<file path="config.mk">
export PLATFORM = sky130hd
export DESIGN_NAME = n101_icb2sram_ctrl
export DESIGN_NICKNAME = d
export VERILOG_FILES = /design/src/rtl/n101_icb2sram_ctrl.sv
export SDC_FILE = /design/constraint.sdc
export NUM_CORES = 1
export LEC_CHECK = 0
export ABC_AREA = 1
export BUFFER_PORTS_ARGS = -buffer_cell sky130_fd_sc_hd__buf_2
export CAP_MARGIN = 40
export CORE_ASPECT_RATIO = 0.6
export CORE_MARGIN = 1.5
export CORE_UTILIZATION = 45
export DETAILED_ROUTE_END_ITERATION = 8
export PLACE_DENSITY = 0.84
export SKIP_CTS_REPAIR_TIMING = 1
export SLEW_MARGIN = 25
export SYNTH_ARGS = -nofsm -noshare
export SYNTH_HDL_FRONTEND = slang
export SYNTH_SLANG_ARGS = --single-unit
</file>
<file path="constraint.sdc">
create_clock -name i_clk -period 4 [get_ports i_clk]
set_input_delay 0.4 -clock i_clk [delete_from_list [all_inputs] [get_ports i_clk]]
set_output_delay 0.4 -clock i_clk [all_outputs]
set_load 0.02 [all_outputs]
</file>
<file path="src/rtl/n101_icb2sram_ctrl.sv">
// ---------------------------------------------------------------------------
// n101_icb2sram_ctrl
//   ICB slave front end for a single-port synchronous SRAM with a 1-cycle
//   registered read. Accepted commands drive the RAM strobes combinationally.
//   Read data is captured the cycle after issue and queued in a small response
//   FIFO. A command is accepted only when a FIFO slot is reserved for it, so
//   response backpressure never drops RAM data.
//
//   Optional feature macro: N101_ICB2SRAM_ERR_EN
//     When it is defined, addresses outside [BASE_ADDR, BASE_ADDR + 4*2**RAM_AW)
//     are accepted without touching the RAM, and they respond with err=1 and
//     rdata=0. When it is undefined, upper address bits alias into the RAM and
//     o_icb_rsp_err is tied to 0.
//
// Ports
//   i_clk, i_rst                     clock, synchronous active-high reset
//   i_icb_cmd_valid/o_icb_cmd_ready  command handshake
//   i_icb_cmd_addr/read/wdata/wmask  command payload (addr[1:0] ignored)
//   o_icb_rsp_valid/i_icb_rsp_ready  response handshake
//   o_icb_rsp_rdata/o_icb_rsp_err    response payload
//   o_ram_cs/we/wem/addr/din         RAM strobes, all zero when nothing is issued
//   i_ram_dout                       RAM read data, valid the cycle after cs
// ---------------------------------------------------------------------------
module n101_icb2sram_ctrl #(
  parameter int            AW        = 32,
  parameter int            DW        = 32,
  parameter int            MW        = 4,
  parameter int            RAM_AW    = 9,
  parameter logic [AW-1:0] BASE_ADDR = 32'h8000_0000,
  parameter int            RSP_DEPTH = 3
) (
  input  logic              i_clk,
  input  logic              i_rst,
  input  logic              i_icb_cmd_valid,
  output logic              o_icb_cmd_ready,
  input  logic [AW-1:0]     i_icb_cmd_addr,
  input  logic              i_icb_cmd_read,
  input  logic [DW-1:0]     i_icb_cmd_wdata,
  input  logic [MW-1:0]     i_icb_cmd_wmask,
  output logic              o_icb_rsp_valid,
  input  logic              i_icb_rsp_ready,
  output logic [DW-1:0]     o_icb_rsp_rdata,
  output logic              o_icb_rsp_err,
  output logic              o_ram_cs,
  output logic              o_ram_we,
  output logic [MW-1:0]     o_ram_wem,
  output logic [RAM_AW-1:0] o_ram_addr,
  output logic [DW-1:0]     o_ram_din,
  input  logic [DW-1:0]     i_ram_dout
);

  localparam int PW = (RSP_DEPTH > 1) ? $clog2(RSP_DEPTH) : 1;
  localparam int CW = $clog2(RSP_DEPTH + 1);
  localparam logic [CW-1:0] DEPTH_C  = CW'(RSP_DEPTH);
  localparam logic [PW-1:0] LAST_PTR = PW'(RSP_DEPTH - 1);

  logic              r_inflight;
  logic              r_rd;
  logic [CW-1:0]     r_cnt;
  logic [PW-1:0]     r_wptr, r_rptr;
  logic [DW-1:0]     r_rdata_mem [RSP_DEPTH];

  logic              w_acc, w_cs, w_oor, w_push, w_pop;
  logic [CW-1:0]     w_occ;
  logic [RAM_AW-1:0] w_word;
  logic [DW-1:0]     w_push_rdata;

  // The in-flight access counts as occupied, so its data always has a slot.
  assign w_occ           = r_cnt + CW'(r_inflight);
  assign o_icb_cmd_ready = ~i_rst & (w_occ < DEPTH_C);
  assign w_acc           = i_icb_cmd_valid & o_icb_cmd_ready;
  assign w_word          = RAM_AW'((i_icb_cmd_addr - BASE_ADDR) >> 2);

`ifdef N101_ICB2SRAM_ERR_EN
  localparam logic [AW:0] LIMIT = {1'b0, BASE_ADDR} + ((AW+1)'(1) << (RAM_AW + 2));
  logic r_oor;
  logic r_err_mem [RSP_DEPTH];
  // The compare is done one bit wider so that the upper limit cannot wrap.
  assign w_oor = ({1'b0, i_icb_cmd_addr} < {1'b0, BASE_ADDR}) |
                 ({1'b0, i_icb_cmd_addr} >= LIMIT);
  assign w_push_rdata = (r_rd & ~r_oor) ? i_ram_dout : '0;
  assign o_icb_rsp_err = r_err_mem[r_rptr];
  always_ff @(posedge i_clk) begin
    if (i_rst) r_oor <= 1'b0;
    else       r_oor <= w_oor;
  end
  always_ff @(posedge i_clk) begin
    if (w_push) r_err_mem[r_wptr] <= r_oor;
  end
`else
  assign w_oor         = 1'b0;
  assign w_push_rdata  = r_rd ? i_ram_dout : '0;
  assign o_icb_rsp_err = 1'b0;
`endif

  assign w_cs       = w_acc & ~w_oor;
  assign o_ram_cs   = w_cs;
  assign o_ram_we   = w_cs & ~i_icb_cmd_read;
  assign o_ram_wem  = (w_cs & ~i_icb_cmd_read) ? i_icb_cmd_wmask : '0;
  assign o_ram_addr = w_cs ? w_word : '0;
  assign o_ram_din  = w_cs ? i_icb_cmd_wdata : '0;

  assign w_push          = r_inflight;
  assign o_icb_rsp_valid = (r_cnt != '0);
  assign w_pop           = o_icb_rsp_valid & i_icb_rsp_ready;
  assign o_icb_rsp_rdata = r_rdata_mem[r_rptr];

  function automatic logic [PW-1:0] f_next(input logic [PW-1:0] p);
    return (p == LAST_PTR) ? '0 : p + PW'(1);
  endfunction

  always_ff @(posedge i_clk) begin
    if (i_rst) begin
      r_inflight <= 1'b0;
      r_rd       <= 1'b0;
      r_cnt      <= '0;
      r_wptr     <= '0;
      r_rptr     <= '0;
    end else begin
      r_inflight <= w_acc;
      r_rd       <= i_icb_cmd_read;
      if (w_push) r_wptr <= f_next(r_wptr);
      if (w_pop)  r_rptr <= f_next(r_rptr);
      case ({w_push, w_pop})
        2'b10:   r_cnt <= r_cnt + CW'(1);
        2'b01:   r_cnt <= r_cnt - CW'(1);
        default: r_cnt <= r_cnt;
      endcase
    end
  end

  // The payload storage has no reset. Because the pointers and the count are
  // reset, stale entries are never presented.
  always_ff @(posedge i_clk) begin
    if (w_push) r_rdata_mem[r_wptr] <= w_push_rdata;
  end

endmodule

</file>
==> impl_metrics.yaml, run 1 <==
run_status:
  status: "complete, no violations"
layout:
  syn_to_final_growth_pct: 26.4
  drive_above_1_share: 0.301
  fillCellCount: 823
  design_area_mm2: 0.00586
  antennaDiodeCount: 0
  nNetsFinal: 729
worst_hold_path:
  hold_class: "input port to flip-flop"
global_route:
  grt_pass1_wl_mm: 17.0
  grt_max_degree: 44
  overflow: 0
  antenna_found_initial: 0
  grt_pass1_vias: 3644
  grt_usage: 0.209
critical_path:
  path_buf_inv: 1
  cp-end-kind: "output pin"
  cp.arrival_ns: 2.04
  cp_max_fo: 43
  crit_type: "flip-flop to output pin"
  cp_data_required_time_ns: 3.60
  max_stage_delay_ns: 0.40
  path_delay_family: "simple AND/OR/NAND/NOR gates"
  start_kind: "flip-flop"
  worstPathCellList: "ha_1, nand3_2, nand3_4, nor2_1, buf_2"
  cpMaxStageDelayCell: "dfxtp_1"
drt:
  wl_met2_mm: 5.63
  first_iter_violations: 249
  routedLengthMet1_mm: 4.63
  num_vias: 3636
  wl_met3_um: 688
  viasPerCell: 4.77
  first_pass_iters: 4
  wl_mm: 11.1
  avgRoutedWirePerCell_um: 14.5
  ant_nets: 0
  drc: 0
  topRoutingLayerUsed: "met4"
place:
  gp_congestion: 0.848
  portBuffers: 162
  placed_area_mm2: 0.00552
  hpwlAfterDp_mm: 7.47
yosys:
  synth_warnings: 0
  seq_area_frac_synth: 0.665
  synth_edf_count: 96
  ys_types: 20
  yosys-top-cells-count: "edfxtp_1, inv_1, nor2_1"
  syn_area_per_cell_um2: 10.0
  syn_inst: 464
  synth_area_leader_cell: "edfxtp_1"
  synthDominantCellAreaShare: 0.622
  synth_nets: 571
  synth_area_leaders: "edfxtp_1, inv_1, a21oi_1"
  async_flop_share: 0
  ys_ff_latch: 106
  synthFlopType: "edfxtp_1"
  synthesis.area_mm2: 0.00464
sta:
  finClkSkew_ns: 0.00592
  fin_hold_ws_ns: 0.284
  setup_tns_ns: 0
  drv_slew: 0
  setup_viol_count_final: 0
  timing.slew.headroom: 0.519
  fmaxAchievable_mhz: 410
  tightest_slew_ns: 0.721
  finalHoldViolCount: 0
  min_period_ns: 2.44
  rsz0062_at_grt: "false"
  fin_crit_sh: 0.610
floorplanning:
  start_util: 0.466
  ios: 187
  rows: 28
  core_mm2: 0.00995
  dieArea_mm2: 0.0109
  die_y_um: 81.6
  die_w_um: 134
flow_run:
  maxCapViolations: 0
clock_tree:
  cts_tree: "built"
  clkTransAtPathRegs_ns: 0.07
  cts_root_buf: "clkbuf_16"
  worstSkewPairLatency_ns: 0.35
  clock-sinks: 106
  numCtsBuffers: 9
  cts.htree.levels: 3
  clock_path_buffers: 2
power_and_ir_drop:
  vdd_drop_max_v: 0.000297
  p_leak_nw: 2.97
  p_per_area_mw_per_mm2: 484
## final cells by class
cell class                 count  area [um^2]  area share
clock buffer                   9          225      0.0384
clock inverter                 7          115      0.0196
inverter                      96          360      0.0614
multi-input combinational    240         1050       0.179
sequential                   106         3080       0.526
tap                          135          169      0.0288
timing repair buffer         169          863       0.147
## placed cells by master (no fill, tap or decap), types with 2 or more instances in the layout
master	instances
inv_1	94
clkbuf_16	9
a21oi_1	67
buf_4	7
o21ai_0	3
nand3_1	3
dfxtp_1	10
nand2_1	75
ha_1	2
bufinv_16	3
inv_2	2
buf_2	162
nor2_1	82
o21a_1	2
edfxtp_1	96
## flip-flops by register name, indices dropped and copies added, names as in the netlist, named ones only
signal,flops
r_cnt,2
r_inflight,1
r_rd,1
r_rdata_mem,96
r_rptr,2
r_wptr,2
## path summary, 6_finish.rpt
path	cells after the start	start	slack (ns)	end
worst max-delay path	5	r_cnt[0]	1.56	o_ram_addr[2]
worst min-delay path	2	i_rst	0.28	r_rd
worst max register to register	4	r_wptr[1]	2.24	r_rdata_mem[0][4]
worst min register to register	2	r_wptr[1]	0.49	r_wptr[1]
## through the flow
stage / setup WS, ns / std cells / utilization / total power (W)
2_1_floorplan: 0.860 / 464 / - / 0.00168
3_3_place_gp: 1.96 / 746 / 0.555 / 0.00186
3_5_place_dp: 1.94 / 746 / 0.555 / 0.00188
4_1_cts: 1.58 / 762 / 0.589 / 0.00286
5_1_grt: 1.42 / 762 / 0.589 / 0.00296
6_report: 1.56 / 762 / 0.589 / 0.00284
## report_power, final
group	total [W]	internal, W	switching [W]
registers	0.00127	0.00125	0.0000174
logic	0.000589	0.000186	0.000403
clock network	0.000986	0.000610	0.000376
total	0.00284	0.00204	0.000796
## worst reg2reg max path: stages (launching register included)
cell and delay (ns):
dfxtp_1 0.32, inv_1 0.10, nand3_1 0.10, inv_1 0.54, buf_4 0.39
## per-layer routing
layer	vias up	global-route usage
li1	1776	-
met1	1712	0.240
met2	136	0.396
met3	12	0.0512
met4	0	0.0570
met5	-	0
## logic make-up after synthesis
logic type / count (synthesis) / synth area share
AO/OA/AOI/OAI: 73 / 0.0801
adder cells (fa/ha/maj): 2 / 0.00539
flip-flops: 106 / 0.665
buffers and inverters: 118 / 0.110
other: 1 / 0.000809
AND/OR/NAND/NOR: 164 / 0.139
Power figures use the tool's default switching activity.
==> run 2, diff against run 1 <==
clock period = 2.27 ns   (was 4 ns; I/O delays follow)
==> impl_metrics.yaml, run 2 (synthesized netlist as in run 1, its figures left out) <==
critical_path:
  cp.arrival_ns: 1.81
  crit_type: "flip-flop to output pin"
  cp_data_required_time_ns: 2.04
  cp-end-kind: "output pin"
  start_kind: "flip-flop"
  cp_max_fo: 22
global_route:
  grtUsageMet1: 0.254
  grt_usage: 0.203
  grt_max_degree: 44
  grt_pass1_wl_mm: 16.8
  met2_usage: 0.357
  overflow: 0
  gr-usage-met3: 0.0451
  grt_pass1_vias: 3543
  grt.busiest_layer: "met2"
  antenna_found_initial: 0
layout:
  drive_above_1_share: 0.304
  final_util: 0.595
  final_cell_mix: "buf_2, inv_1, edfxtp_1, nor2_1, nand2_1"
  antennaDiodeCount: 0
  syn_to_final_growth_pct: 27.6
  fin_cells: 767
  regMostFlops: "r_rdata_mem"
  final_common_cell: "buf_2"
  largest_register_ffs: 96
  nNetsFinal: 734
drt:
  wl_mm: 11.1
  first_iter_violations: 223
  ant_nets: 0
  viasPerCell: 4.72
  drc: 0
  num_vias: 3621
  avgRoutedWirePerCell_um: 14.5
  first_pass_iters: 4
flow_run:
  maxCapViolations: 0
place:
  gp_congestion: 0.780
  dp_cells: 750
  portBuffers: 162
  hpwlAfterDp_mm: 7.45
  dpl_worst_slack_ns: 0.465
floorplanning:
  dieArea_mm2: 0.0109
  ios: 187
  start_util: 0.466
  die_y_um: 81.6
  die_w_um: 134
  core_mm2: 0.00995
  rows: 28
power_and_ir_drop:
  clock_power_share: 0.325
  vdd_drop_max_v: 0.000462
  p_leak_nw: 2.99
  p_int_w: 0.00347
  swShare: 0.289
  p_per_area_mw_per_mm2: 825
  combPwrFrac: 0.218
  sequentialPowerShare: 0.457
  power_switching_w: 0.00141
sta:
  setup_tns_ns: 0
  setup_viol_count_final: 0
  tightest_slew_ns: 0.602
  finalHoldViolCount: 0
  drv_slew: 0
  fin_ws_ns: 0.236
  fmaxAchievable_mhz: 492
  finClkSkew_ns: 0.0106
  fin_hold_ws_ns: 0.113
  fin_crit_sh: 0.896
  rsz0062_at_grt: "false"
  timing.slew.headroom: 0.598
  min_period_ns: 2.03
clock_tree:
  cts.htree.levels: 3
  clock_path_buffers: 2
  clkTransAtPathRegs_ns: 0.07
  clock-sinks: 106
  cts_tree: "built"
  worstSkewPairLatency_ns: 0.34
  cts_root_buf: "clkbuf_16"
  numCtsBuffers: 9
run_status:
  status: "complete, no violations"
worst_hold_path:
  hold_class: "input port to flip-flop"
run 2: path summary, 6_finish.rpt:
kind / startpoint / to / slack, ns / depth (start not counted)
worst max-delay path: r_inflight / o_ram_addr[8] / 0.24 / 7
worst min-delay path: i_icb_cmd_read / r_rd / 0.11 / 3
worst max register to register: r_wptr[1] / r_rdata_mem[1][24] / 0.70 / 4
worst min register to register: r_wptr[1] / r_wptr[1] / 0.46 / 2
run 2: layout make-up:
cell class                      count  area, um^2
Clock inverter                      4        57.6
Inverter                           96         360
Tap cell                          135         169
Timing Repair Buffer              173         918
Fill cell                         860        4030
Multi-Input combinational cell    241        1070
Clock buffer                       12         256
Sequential cell                   106        3080
run 2: through the flow:
stage	power [W]	cell area, um^2
floorplan	0.00296	4640
global route	0.00508	5920
detailed placement	0.00333	5590
global placement	0.00330	5590
finish	0.00488	5920
CTS	0.00491	5900
run 2: power by group through the flow:
stage               clock [W]  combinational (W)  sequential, W
CTS                   0.00161            0.00107        0.00223
floorplan                   0           0.000693        0.00226
global route          0.00168            0.00117        0.00224
detailed placement          0            0.00106        0.00227
global placement            0            0.00104        0.00227
finish                0.00158            0.00106        0.00223
run 2: worst max-delay path, cell delays in order (launching register included):
cell     delay (ns)
dfxtp_1        0.34
ha_1           0.22
inv_1          0.05
nand2_1        0.06
nand3_2        0.17
nand3_4        0.25
nor2_1         0.19
buf_2          0.19
run 2: routing by layer:
| metal | share of wire | up-vias |
|---|---|---|
| met5 | 0 | - |
| met2 | 0.49 | 132 |
| met3 | 0.061 | 13 |
| met4 | 0.014 | 0 |
| met1 | 0.43 | 1683 |
| li1 | - | 1793 |
==> run 3, diff against run 2 <==
SETUP_SLACK_MARGIN = 0.4   (was unset)
==> impl_metrics.yaml, run 3 (synthesized netlist as in run 1, its figures left out) <==
critical_path:
  cpMaxStageDelayCell: "dfxtp_4"
  rr_worst_depth: 3
  crit_type: "flip-flop to output pin"
  path_buf_inv: 3
  cp-end-kind: "output pin"
  start_kind: "flip-flop"
  r2r_slack_ns: 0.82
  path_delay_family: "simple AND/OR/NAND/NOR gates"
  r2r_end: "r_rdata_mem[0][10]"
  cp_max_fo: 11
  cp_data_required_time_ns: 2.04
  crit_path_frequent_cell: "nand3_4"
  cp.arrival_ns: 1.71
  max_stage_delay_ns: 0.36
  r2r-start: "r_rd"
  worstPathCellList: "ha_4, inv_2, nand2_2, nand3_4, buf_12, nand3_4, nor2_1, buf_2"
layout:
  antennaDiodeCount: 0
  largest_register_ffs: 96
  final_util: 0.613
  final_common_cell: "buf_2"
  drive_above_1_share: 0.336
  nNetsFinal: 742
  syn_to_final_growth_pct: 31.6
  fin_cells: 775
  fillCellCount: 838
  regMostFlops: "r_rdata_mem"
  multi_input_area_mm2: 0.00116
  final_cell_mix: "buf_2, edfxtp_1, inv_1, nand2_1, nor2_1"
  design_area_mm2: 0.00610
  regArea_mm2: 0.00309
drt:
  avgRoutedWirePerCell_um: 14.6
  viasPerCell: 4.89
  wl_mm: 11.3
  ant_nets: 0
  num_vias: 3792
  drc: 0
  first_pass_iters: 4
  first_iter_violations: 144
place:
  gp_congestion: 0.698
  dp_cells: 750
  placed_area_mm2: 0.00556
  hpwlAfterDp_mm: 7.18
  portBuffers: 162
sta:
  rsz0062_at_grt: "true"
  tightest_slew_ns: 0.653
  drv_slew: 0
  finClkSkew_ns: 0.00592
  setup_tns_ns: 0
  setup_viol_count_final: 0
  timing.slew.headroom: 0.564
  fmaxAchievable_mhz: 517
  fin_crit_sh: 0.852
  finalHoldViolCount: 0
  min_period_ns: 1.93
floorplanning:
  start_util: 0.466
  dieArea_mm2: 0.0109
  rows: 28
  core_mm2: 0.00995
  ios: 187
  die_w_um: 134
  die_y_um: 81.6
worst_hold_path:
  hold_depth: 2
  hold_class: "input port to flip-flop"
  worstHoldEndpoint: "r_rd"
  min_from: "i_rst"
power_and_ir_drop:
  design_power_total_w: 0.00489
  p_per_area_mw_per_mm2: 801
  vdd_drop_max_v: 0.000445
  p_leak_nw: 3.03
clock_tree:
  cts_root_buf: "clkbuf_16"
  numCtsBuffers: 9
  cts.htree.levels: 3
  worstSkewPairLatency_ns: 0.34
  clock_path_buffers: 2
  clkTransAtPathRegs_ns: 0.06
  clock-sinks: 106
  cts_tree: "built"
global_route:
  antenna_found_initial: 0
  overflow: 0
  grt_pass1_wl_mm: 16.4
  grt_pass1_vias: 3473
  grt_max_degree: 44
  grt_usage: 0.197
run_status:
  status: "complete, no violations"
flow_run:
  maxCapViolations: 0
run 3: cell count changes in the layout (fill, tap and decap cells not counted), moves of 7 or more:
cell	change
buf_2	-15
buf_4	+16
nor2_1	-8
nor2_2	+7
run 3: layer usage:
metal / track usage / share of wire / vias up
met3: 0.0574 / 0.057 / 7
met4: 0.0527 / 0.0058 / 0
li1: - / - / 1824
met5: 0 / 0 / -
met1: 0.239 / 0.44 / 1821
met2: 0.353 / 0.50 / 140
run 3: worst max-delay path by stage:
stage / start / end / slack, ns / depth (start not counted)
floorplan: r_inflight / r_rdata_mem[2][0] / 0.57 / 2
global placement: r_inflight / o_ram_din[19] / 0.58 / 5
detailed placement: r_inflight / o_ram_din[4] / 0.49 / 5
CTS: r_inflight / o_ram_din[4] / 0.11 / 7
global route: r_inflight / o_ram_din[2] / 0.25 / 8
finish: r_inflight / o_ram_din[16] / 0.34 / 8
run 3: power by group:
group / internal (W) / switching (W) / total, W / leakage, nW
sequential: 0.00220 / 0.0000378 / 0.00224 / 0.981
combinational: 0.000391 / 0.000739 / 0.00113 / 1.91
clock: 0.000857 / 0.000664 / 0.00152 / 0.143
run 3: layout make-up:
| type | instances | area share |
|---|---|---|
| Sequential cell | 106 | 0.506 |
| Multi-Input combinational cell | 244 | 0.191 |
| Timing Repair Buffer | 178 | 0.168 |
| Inverter | 96 | 0.0591 |
| Clock buffer | 10 | 0.0375 |
| Tap cell | 135 | 0.0277 |
| Clock inverter | 6 | 0.0107 |
run 3: through the flow:
step,worst slack [ns],hold slack [ns]
after global placement,0.584,0.452
after floorplan,0.575,0.296
after global routing,0.251,0.115
after detailed placement,0.492,0.457
after CTS,0.109,0.0966
final,0.337,0.105
